### src/rtl/ac97_codec_responder.sv
// AC97 codec-side frame responder: decodes controller frames (register writes/reads, DAC samples) and transmits response frames.
// Latency: reg_wr/dac_valid one cycle after the last frame bit; ac97_sdata_in lags the sampled bit by one cycle.
// Backpressure: none; the block is paced entirely by the AC97 bit clock and never stalls.
//
// Ports:
//   ac97_bit_clock, reset          clock (rising edge) and synchronous active-high reset
//   ac97_synch, ac97_sdata_out     frame sync and serial data from the controller
//   ac97_sdata_in                  registered serial data back to the controller
//   codec_ready                    value placed in transmitted tag bit 15
//   adc_left, adc_right            capture samples sent in slots 3/4
//   dac_left, dac_right, dac_valid playback samples decoded from slots 3/4
//   reg_wr, reg_wr_addr/data       register-write strobe with address and data
//   frame_error, locked            sync-misalignment pulse and frame-lock status
module ac97_codec_responder #(
   parameter logic [15:0] VENDOR_ID1 = 16'h4144,
   parameter logic [15:0] VENDOR_ID2 = 16'h5370
) (
   input  logic        ac97_bit_clock,
   input  logic        reset,
   input  logic        ac97_synch,
   input  logic        ac97_sdata_out,
   output logic        ac97_sdata_in,
   input  logic        codec_ready,
   input  logic [19:0] adc_left,
   input  logic [19:0] adc_right,
   output logic [19:0] dac_left,
   output logic [19:0] dac_right,
   output logic        dac_valid,
   output logic        reg_wr,
   output logic [6:0]  reg_wr_addr,
   output logic [15:0] reg_wr_data,
   output logic        frame_error,
   output logic        locked
);

   typedef enum logic {UNLOCKED, FRAME} state_t;

   state_t      state, state_nxt;
   logic        sync_prev;
   logic        sync_rise;
   logic        synced;       // current frame was started by a sync rise
   logic [7:0]  bit_cnt;

   // Only tag + slots 1-4 (first 96 bits) carry anything we use; the
   // remaining 160 bits are ignored on receive and sent as zero.
   logic [95:0] rx_shift;
   logic [95:0] tx_shift;
   logic [95:0] tx_frame;

   logic        load_frame;
   logic        advance;
   logic        frame_done;
   logic        resync_err;

   logic        rd_pending;
   logic [6:0]  rd_index;
   logic        resp_sent;    // response for rd_pending is in the frame now being sent
   logic [15:0] rd_data;

   logic [15:0] regfile [64];

   logic [15:0] rx_tag;
   logic [19:0] rx_slot1, rx_slot2, rx_slot3, rx_slot4;
   logic        frame_vld;
   logic        vendor_idx;
   logic        wr_req, rd_req, play_l, play_r;
   logic        unused_rx;

   assign sync_rise = ac97_synch & ~sync_prev;
   assign locked    = (state == FRAME);

   // ---------------------------------------------------------------- FSM
   always_ff @(posedge ac97_bit_clock) begin
      if (reset) state <= UNLOCKED;
      else       state <= state_nxt;
   end

   always_comb begin
      state_nxt  = state;
      load_frame = 1'b0;
      advance    = 1'b0;
      frame_done = 1'b0;
      resync_err = 1'b0;
      case (state)
         UNLOCKED: begin
            if (sync_rise) begin
               state_nxt  = FRAME;
               load_frame = 1'b1;
            end
         end
         FRAME: begin
            if (sync_rise) begin
               load_frame = 1'b1;
               resync_err = (bit_cnt != 8'd0);
            end else if (bit_cnt == 8'd255 && !synced) begin
               // A whole frame period passed since the wrap with no sync.
               state_nxt = UNLOCKED;
            end else begin
               advance    = 1'b1;
               frame_done = (bit_cnt == 8'd255);
            end
         end
      endcase
   end

   // ---------------------------------------------------------- decode
   assign rx_tag   = rx_shift[95:80];
   assign rx_slot1 = rx_shift[79:60];
   assign rx_slot2 = rx_shift[59:40];
   assign rx_slot3 = rx_shift[39:20];
   assign rx_slot4 = rx_shift[19:0];

   assign frame_vld  = frame_done & rx_tag[15];
   // index[6:2] all ones covers 7C..7F, the read-only vendor-ID pair and their odd aliases
   assign vendor_idx = (rx_slot1[18:14] == 5'h1F);
   assign wr_req     = frame_vld & rx_tag[14] & rx_tag[13] & ~rx_slot1[19] & ~vendor_idx;
   assign rd_req     = frame_vld & rx_tag[14] & rx_slot1[19];
   assign play_l     = frame_vld & rx_tag[12];
   assign play_r     = frame_vld & rx_tag[11];

   // Received fields that carry nothing this codec acts on.
   assign unused_rx = ^{rx_tag[10:0], rx_slot1[11:0], rx_slot2[3:0]};

   // ---------------------------------------------------------- transmit
   always_comb begin
      rd_data = regfile[rd_index[6:1]];
      if (rd_index[6:2] == 5'h1F) rd_data = rd_index[1] ? VENDOR_ID2 : VENDOR_ID1;
   end

   assign tx_frame = {codec_ready, rd_pending, rd_pending, 2'b11, 11'b0,
                      rd_pending ? {1'b0, rd_index, 12'h000} : 20'h0,
                      rd_pending ? {rd_data, 4'h0} : 20'h0,
                      adc_left, adc_right};

   // ---------------------------------------------------------- register file
   always_ff @(posedge ac97_bit_clock) begin
      if (reset) begin
         for (int i = 0; i < 64; i++) regfile[i] <= 16'h0;
      end else if (wr_req) begin
         regfile[rx_slot1[18:13]] <= rx_slot2[19:4];
      end
   end

   // ---------------------------------------------------------- datapath
   always_ff @(posedge ac97_bit_clock) begin
      if (reset) begin
         sync_prev     <= 1'b0;
         synced        <= 1'b0;
         bit_cnt       <= 8'd0;
         rx_shift      <= '0;
         tx_shift      <= '0;
         ac97_sdata_in <= 1'b0;
         rd_pending    <= 1'b0;
         rd_index      <= 7'd0;
         resp_sent     <= 1'b0;
         dac_left      <= 20'h0;
         dac_right     <= 20'h0;
         dac_valid     <= 1'b0;
         reg_wr        <= 1'b0;
         reg_wr_addr   <= 7'd0;
         reg_wr_data   <= 16'h0;
         frame_error   <= 1'b0;
      end else begin
         sync_prev   <= ac97_synch;
         frame_error <= resync_err;
         reg_wr      <= wr_req;
         dac_valid   <= play_l | play_r;

         if (load_frame) begin
            // The bit sampled on the sync-rise cycle is frame bit 0.
            bit_cnt       <= 8'd1;
            synced        <= 1'b1;
            rx_shift      <= {95'b0, ac97_sdata_out};
            ac97_sdata_in <= tx_frame[95];
            tx_shift      <= {tx_frame[94:0], 1'b0};
            resp_sent     <= rd_pending;
         end else if (advance) begin
            bit_cnt <= bit_cnt + 8'd1;   // 255 wraps to 0
            if (bit_cnt < 8'd96) rx_shift <= {rx_shift[94:0], ac97_sdata_out};
            ac97_sdata_in <= tx_shift[95];
            tx_shift      <= {tx_shift[94:0], 1'b0};
            if (frame_done) begin
               synced    <= 1'b0;
               resp_sent <= 1'b0;
            end
         end else begin
            bit_cnt       <= 8'd0;
            ac97_sdata_in <= 1'b0;
         end

         if (wr_req) begin
            reg_wr_addr <= rx_slot1[18:12];
            reg_wr_data <= rx_slot2[19:4];
         end
         if (play_l) dac_left  <= rx_slot3;
         if (play_r) dac_right <= rx_slot4;

         // A new read request wins over clearing the one just answered.
         if (rd_req) begin
            rd_pending <= 1'b1;
            rd_index   <= rx_slot1[18:12];
         end else if (frame_done && resp_sent) begin
            rd_pending <= 1'b0;
         end
      end
   end

endmodule

### config.mk
export PLATFORM = sky130hd
export DESIGN_NAME = ac97_codec_responder
export DESIGN_NICKNAME = d
export VERILOG_FILES = /design/src/rtl/ac97_codec_responder.sv
export SDC_FILE = /design/constraint.sdc
export NUM_CORES = 2
export LEC_CHECK = 0
export ABC_AREA = 1
export CAP_MARGIN = 20
export CORE_MARGIN = 2
export CORE_UTILIZATION = 45
export CTS_CLUSTER_SIZE = 12
export DETAILED_ROUTE_END_ITERATION = 8
export PLACE_DENSITY = 0.68
export RECOVER_POWER = 25
export REMOVE_ABC_BUFFERS = 1
export SYNTH_ARGS = -nofsm -noshare
export SYNTH_HDL_FRONTEND = slang
export SYNTH_SLANG_ARGS = --single-unit
export TNS_END_PERCENT = 10
### constraint.sdc
create_clock -name ac97_bit_clock -period 4 [get_ports ac97_bit_clock]
set_clock_uncertainty 0.05 [all_clocks]
set_input_delay 0.8 -clock ac97_bit_clock [delete_from_list [all_inputs] [get_ports ac97_bit_clock]]
set_output_delay 0.8 -clock ac97_bit_clock [all_outputs]
set_load 0.05 [all_outputs]
# Word-level counts from Yosys, hierarchy flattened
# Memory sizes are Yosys's and may differ from the RTL's. A register that Yosys moved wholly into a read port is not among the register bits.
# Cells that the tools add are included.
# word_totals
output_inout_bits	68
n_memories	1
register_bits	278
wordCells	95
inputBits	45
ramBits	1024
# memory_table
memory	depth	word_bits	read_ports	rd_clocked_by_memory_dff	wr	line_no	text
regfile	64	16	1	1	64	60	logic [15:0] regfile [64];
# classes
eq_ne	3
n_reduce_logical	15
magnitude_cmp	1
bitwise_logic	16
addsub	1
n_mux	38
# ops
op	count
96-bit two-way mux	2
16-bit two-way mux	2
1-bit two-way mux	27
20-bit two-way mux	1
19-bit two-way mux	1
6-bit two-way mux	3
16-bit OR reduction	1
13-bit two-way mux	1
5-bit == test, second input constant	2
1-bit bitwise AND	9
8-bit by 1-bit adder with 8-bit output, second input constant	1
8-bit == test, second input constant	1
8-bit by 7-bit < comparator with 1-bit output, second input constant	1
2-bit nonzero test	4
8-bit nonzero test	1
1-bit inverter	6
2-bit AND reduction	3
3-bit OR reduction	2
1-bit logical AND	2
1-bit one-hot mux with 2 select lines	1
2-bit OR reduction	1
1-bit zero test	1
1-bit OR	1

# Longest topological paths before layout
# logic_depth
ltp_word	15
depth_mapped	16
mapped_depth_nobuf	13

# Worst setup path after synthesis
# Ideal clock, no wire load.
# synth_timing
kind	input to register
startpoint	input port reset
endpoint	memory regfile[16][0], enable pin
setup_ps	372
cell_stages	5
t_arrival_ps	2736
n_path_buf	2
required_ps	3578
setup_slack_ps	842
cell_sequence	clkbuf_1 > nor3_2 > nand3_2 > clkbuf_1 > nand2_1
# synth_rtl
item	line_no	text
start: declaration	19	input logic reset,
end: declaration	60	

# Final worst setup path
# layout_timing
startpoint	input port reset
endpoint	register tx_shift[6]
# layout_rtl
item	line_no	text
end signal: assignment	175	tx_shift <= {tx_frame[94:0], 1'b0};
end signal: assignment	181	tx_shift <= {tx_shift[94:0], 1'b0};
end: declaration	47	logic [95:0] tx_shift;
# No word-level cell between the ends.

==> results.ini <==
[logic_synthesis]
synth_top_flop_cell = edfxtp_1
netlist_area_um2 = 57300
yosysSeqAreaShare_pct = 63.5
syn_avg_cell_area_um2 = 9.49
synth-seq-cells = 1308
synth_warnings = 0
syn-instance-count = 6041
async_reset_ff_share_pct = 0
yosysUniqueCellTypes = 47
synth_edf_count = 1024

[cells_and_area]
final_common_cell = nand2_1
drive_gt1_share_pct = 7.25
final_cell_mix = 1568 x nand2_1, 1036 x nor2_1, 1024 x edfxtp_1, 943 x nand3_1, 279 x dfxtp_1
fin_cells = 7736
fillers = 11176
syn2layout_area_growth_pct = 11.7
nets = 6036
antennaDiodeCount = 0

[floorplanning]
num_rows = 130
die_h_um = 361
die_w_um = 361
core_um2 = 126000
dieArea_um2 = 130000
start_util_pct = 45.5
io_pins = 113

[sta]
tightest_slew_ns = 1.78
max_freq_ghz = 0.280
rsz0062_at_grt = false
report.final.hold_viol_count = 0
finalSetupViolCount = 0
fin_crit_sh_pct = 89.1
slew_viol_final = 175
slew_headroom_pct = -18.6
period_minus_slack_ns = 3.57
setup_tns_ns = 0

[hold_path]
min_path_type = flop to flop
hp-start = reg_wr_data[11]
hold_end = reg_wr_data[11]
min_delay_path_depth = 2

[clock_network]
cts_inserted_buffers = 136
post-cts-setup-buffers = 0
clk_latency_ns = 0.77
h-tree-depth = 4
cts_buffer_depth = 3
root_buffer = clkbuf_16
holdBufCountCts = 0
clk_pin_slew_worst_paths_ns = 0.06
cts_resized = 0
numClockSinks = 1308
cts_tree = yes

[critical_path]
critPathKind = input pin to flop
critical-path-max-stage-delay_ns = 1.23
r2r_start = bit_cnt[0]
critPathBufInv = 5
rrSetupSlack_ns = 0.49
start_kind = input pin
crit_family = buffers and inverters
path_cells = clkbuf_1, inv_6, clkbuf_2, buf_4, nand2_1, inv_1
r2r_cells = 13
cp.arrival_ns = 4.18
cp_max_fo = 73
crit_required_ns = 4.61
end_kind = flop
cp_slowest_cell = clkbuf_1
reg2reg_to = regfile[42][4]

[route]
ant_nets = 0
drt-total-wl_um = 161000
viasPerCell = 5.58
vias = 43154
drt_iter0_drc = 4804
wl_per_cell_um = 20.8
firstDrtPassIters = 6
drcViolationCount = 0

[status]
violations = max-capacitance violations, max-slew violations
status = finished with violations

[placement]
gp_congestion = 0.972
portBuffers = 112
dp_cells = 7501
hpwl_um = 97800

[grt]
grt_pass1_wl_um = 242000
globalRouteOverflowTotal = 0
grt_pass1_vias = 40935
grt_use_total_pct = 24.2
antenna_found_initial = 1
grt_max_degree = 160

[power]
power.total_uw = 28600
powerDensity_nw_per_um2 = 447
ir_drop_uv = 340
total_leakage_power_uw = 0.0227

[flow_run]
drv_cap = 3

==> power breakdown <==
part	switching, uW	leakage [uW]	total [uW]	internal, uW
clock network	5270	0.00198	11900	6630
logic	1010	0.00866	1320	311
registers	182	0.0120	15400	15200
total	6460	0.0227	28600	22100
==> worst max path at each step <==
stage | depth (start not counted) | start | end
after floorplan | 13 | flop | tx_shift[47]
after global placement | 12 | ac97_synch | regfile[41][15]
after detailed placement | 12 | ac97_synch | regfile[40][6]
after CTS | 13 | bit_cnt[0] | regfile[40][2]
after global routing | 10 | bit_cnt[0] | tx_shift[78]
final | 6 | reset | tx_shift[6]
==> metal layers <==
metal  share of wire (%)  track usage, %  up-vias
met3                 9.7            4.83      349
met4                 4.1            10.3        2
li1                    -               -    20152
met1                  40            32.7    20642
met5              0.0068               0        -
met2                  46            38.1     2009
==> cell families after synthesis <==
| family | count (synthesis) | synth area share [%] |
|---|---|---|
| fa+ha+maj | 2 | 0.0436 |
| buf+inv | 670 | 4.74 |
| flops | 1308 | 63.5 |
| simple gates | 3641 | 27.5 |
| other cells | 1 | 0.00654 |
| xor+xnor | 1 | 0.0153 |
| compound gates | 418 | 4.11 |
==> Yosys cell counts, types with 22 or more instances <==
master    instances  area, um^2
clkbuf_1        384        1440
inv_2            22        82.6
nand3_4          29         508
nor2_1         1040        3900
dfxtp_1         284        5690
edfxtp_1       1024       30700
nand2_1        1570        5890
inv_1           146         548
buf_1            53         199
o21ai_0          97         485
o221ai_1         36         315
buf_2            45         225
a21oi_1         225        1130
nand3_1         925        4630
==> metrics by stage <==
step                hold WS [ns]  setup WS, ns  utilization [%]  area [um^2]
CTS                        0.366         0.622             51.0        64300
detailed placement         0.388         0.266             47.7        60200
global placement           0.381         0.253             47.7        60200
floorplan                  0.371        -17.99                -        55400
finish                     0.399         0.434             50.8        64000
global route               0.420         0.199             50.8        64000
==> registers in the layout, indices dropped and copies added, names as in the netlist, named ones only <==
| register | cells |
|---|---|
| ac97_sdata_in | 1 |
| bit_cnt | 8 |
| dac_left | 20 |
| dac_right | 20 |
| dac_valid | 1 |
| frame_error | 1 |
| locked | 1 |
| rd_index | 7 |
| rd_pending | 1 |
| reg_wr | 1 |
| reg_wr_addr | 7 |
| reg_wr_data | 16 |
| regfile | 1024 |
| resp_sent | 1 |
| rx_shift | 96 |
| sync_prev | 1 |
| synced | 1 |
| tx_shift | 95 |
==> area by class of cell <==
class	count	area, um^2	share of cell area (%)
multi-input combinational	4094	18200	28.4
inverter	171	668	1.04
timing repair buffer	278	2570	4.01
clock inverter	35	319	0.498
tap	1650	2060	3.22
sequential	1308	36400	56.9
clock buffer	200	3760	5.87
==> worst min-delay path: stages (launching register included) <==
cell     delay (ns)
dfxtp_1        0.31
inv_1          0.04
a21oi_1        0.05
(Power assumes the default switching activity.)
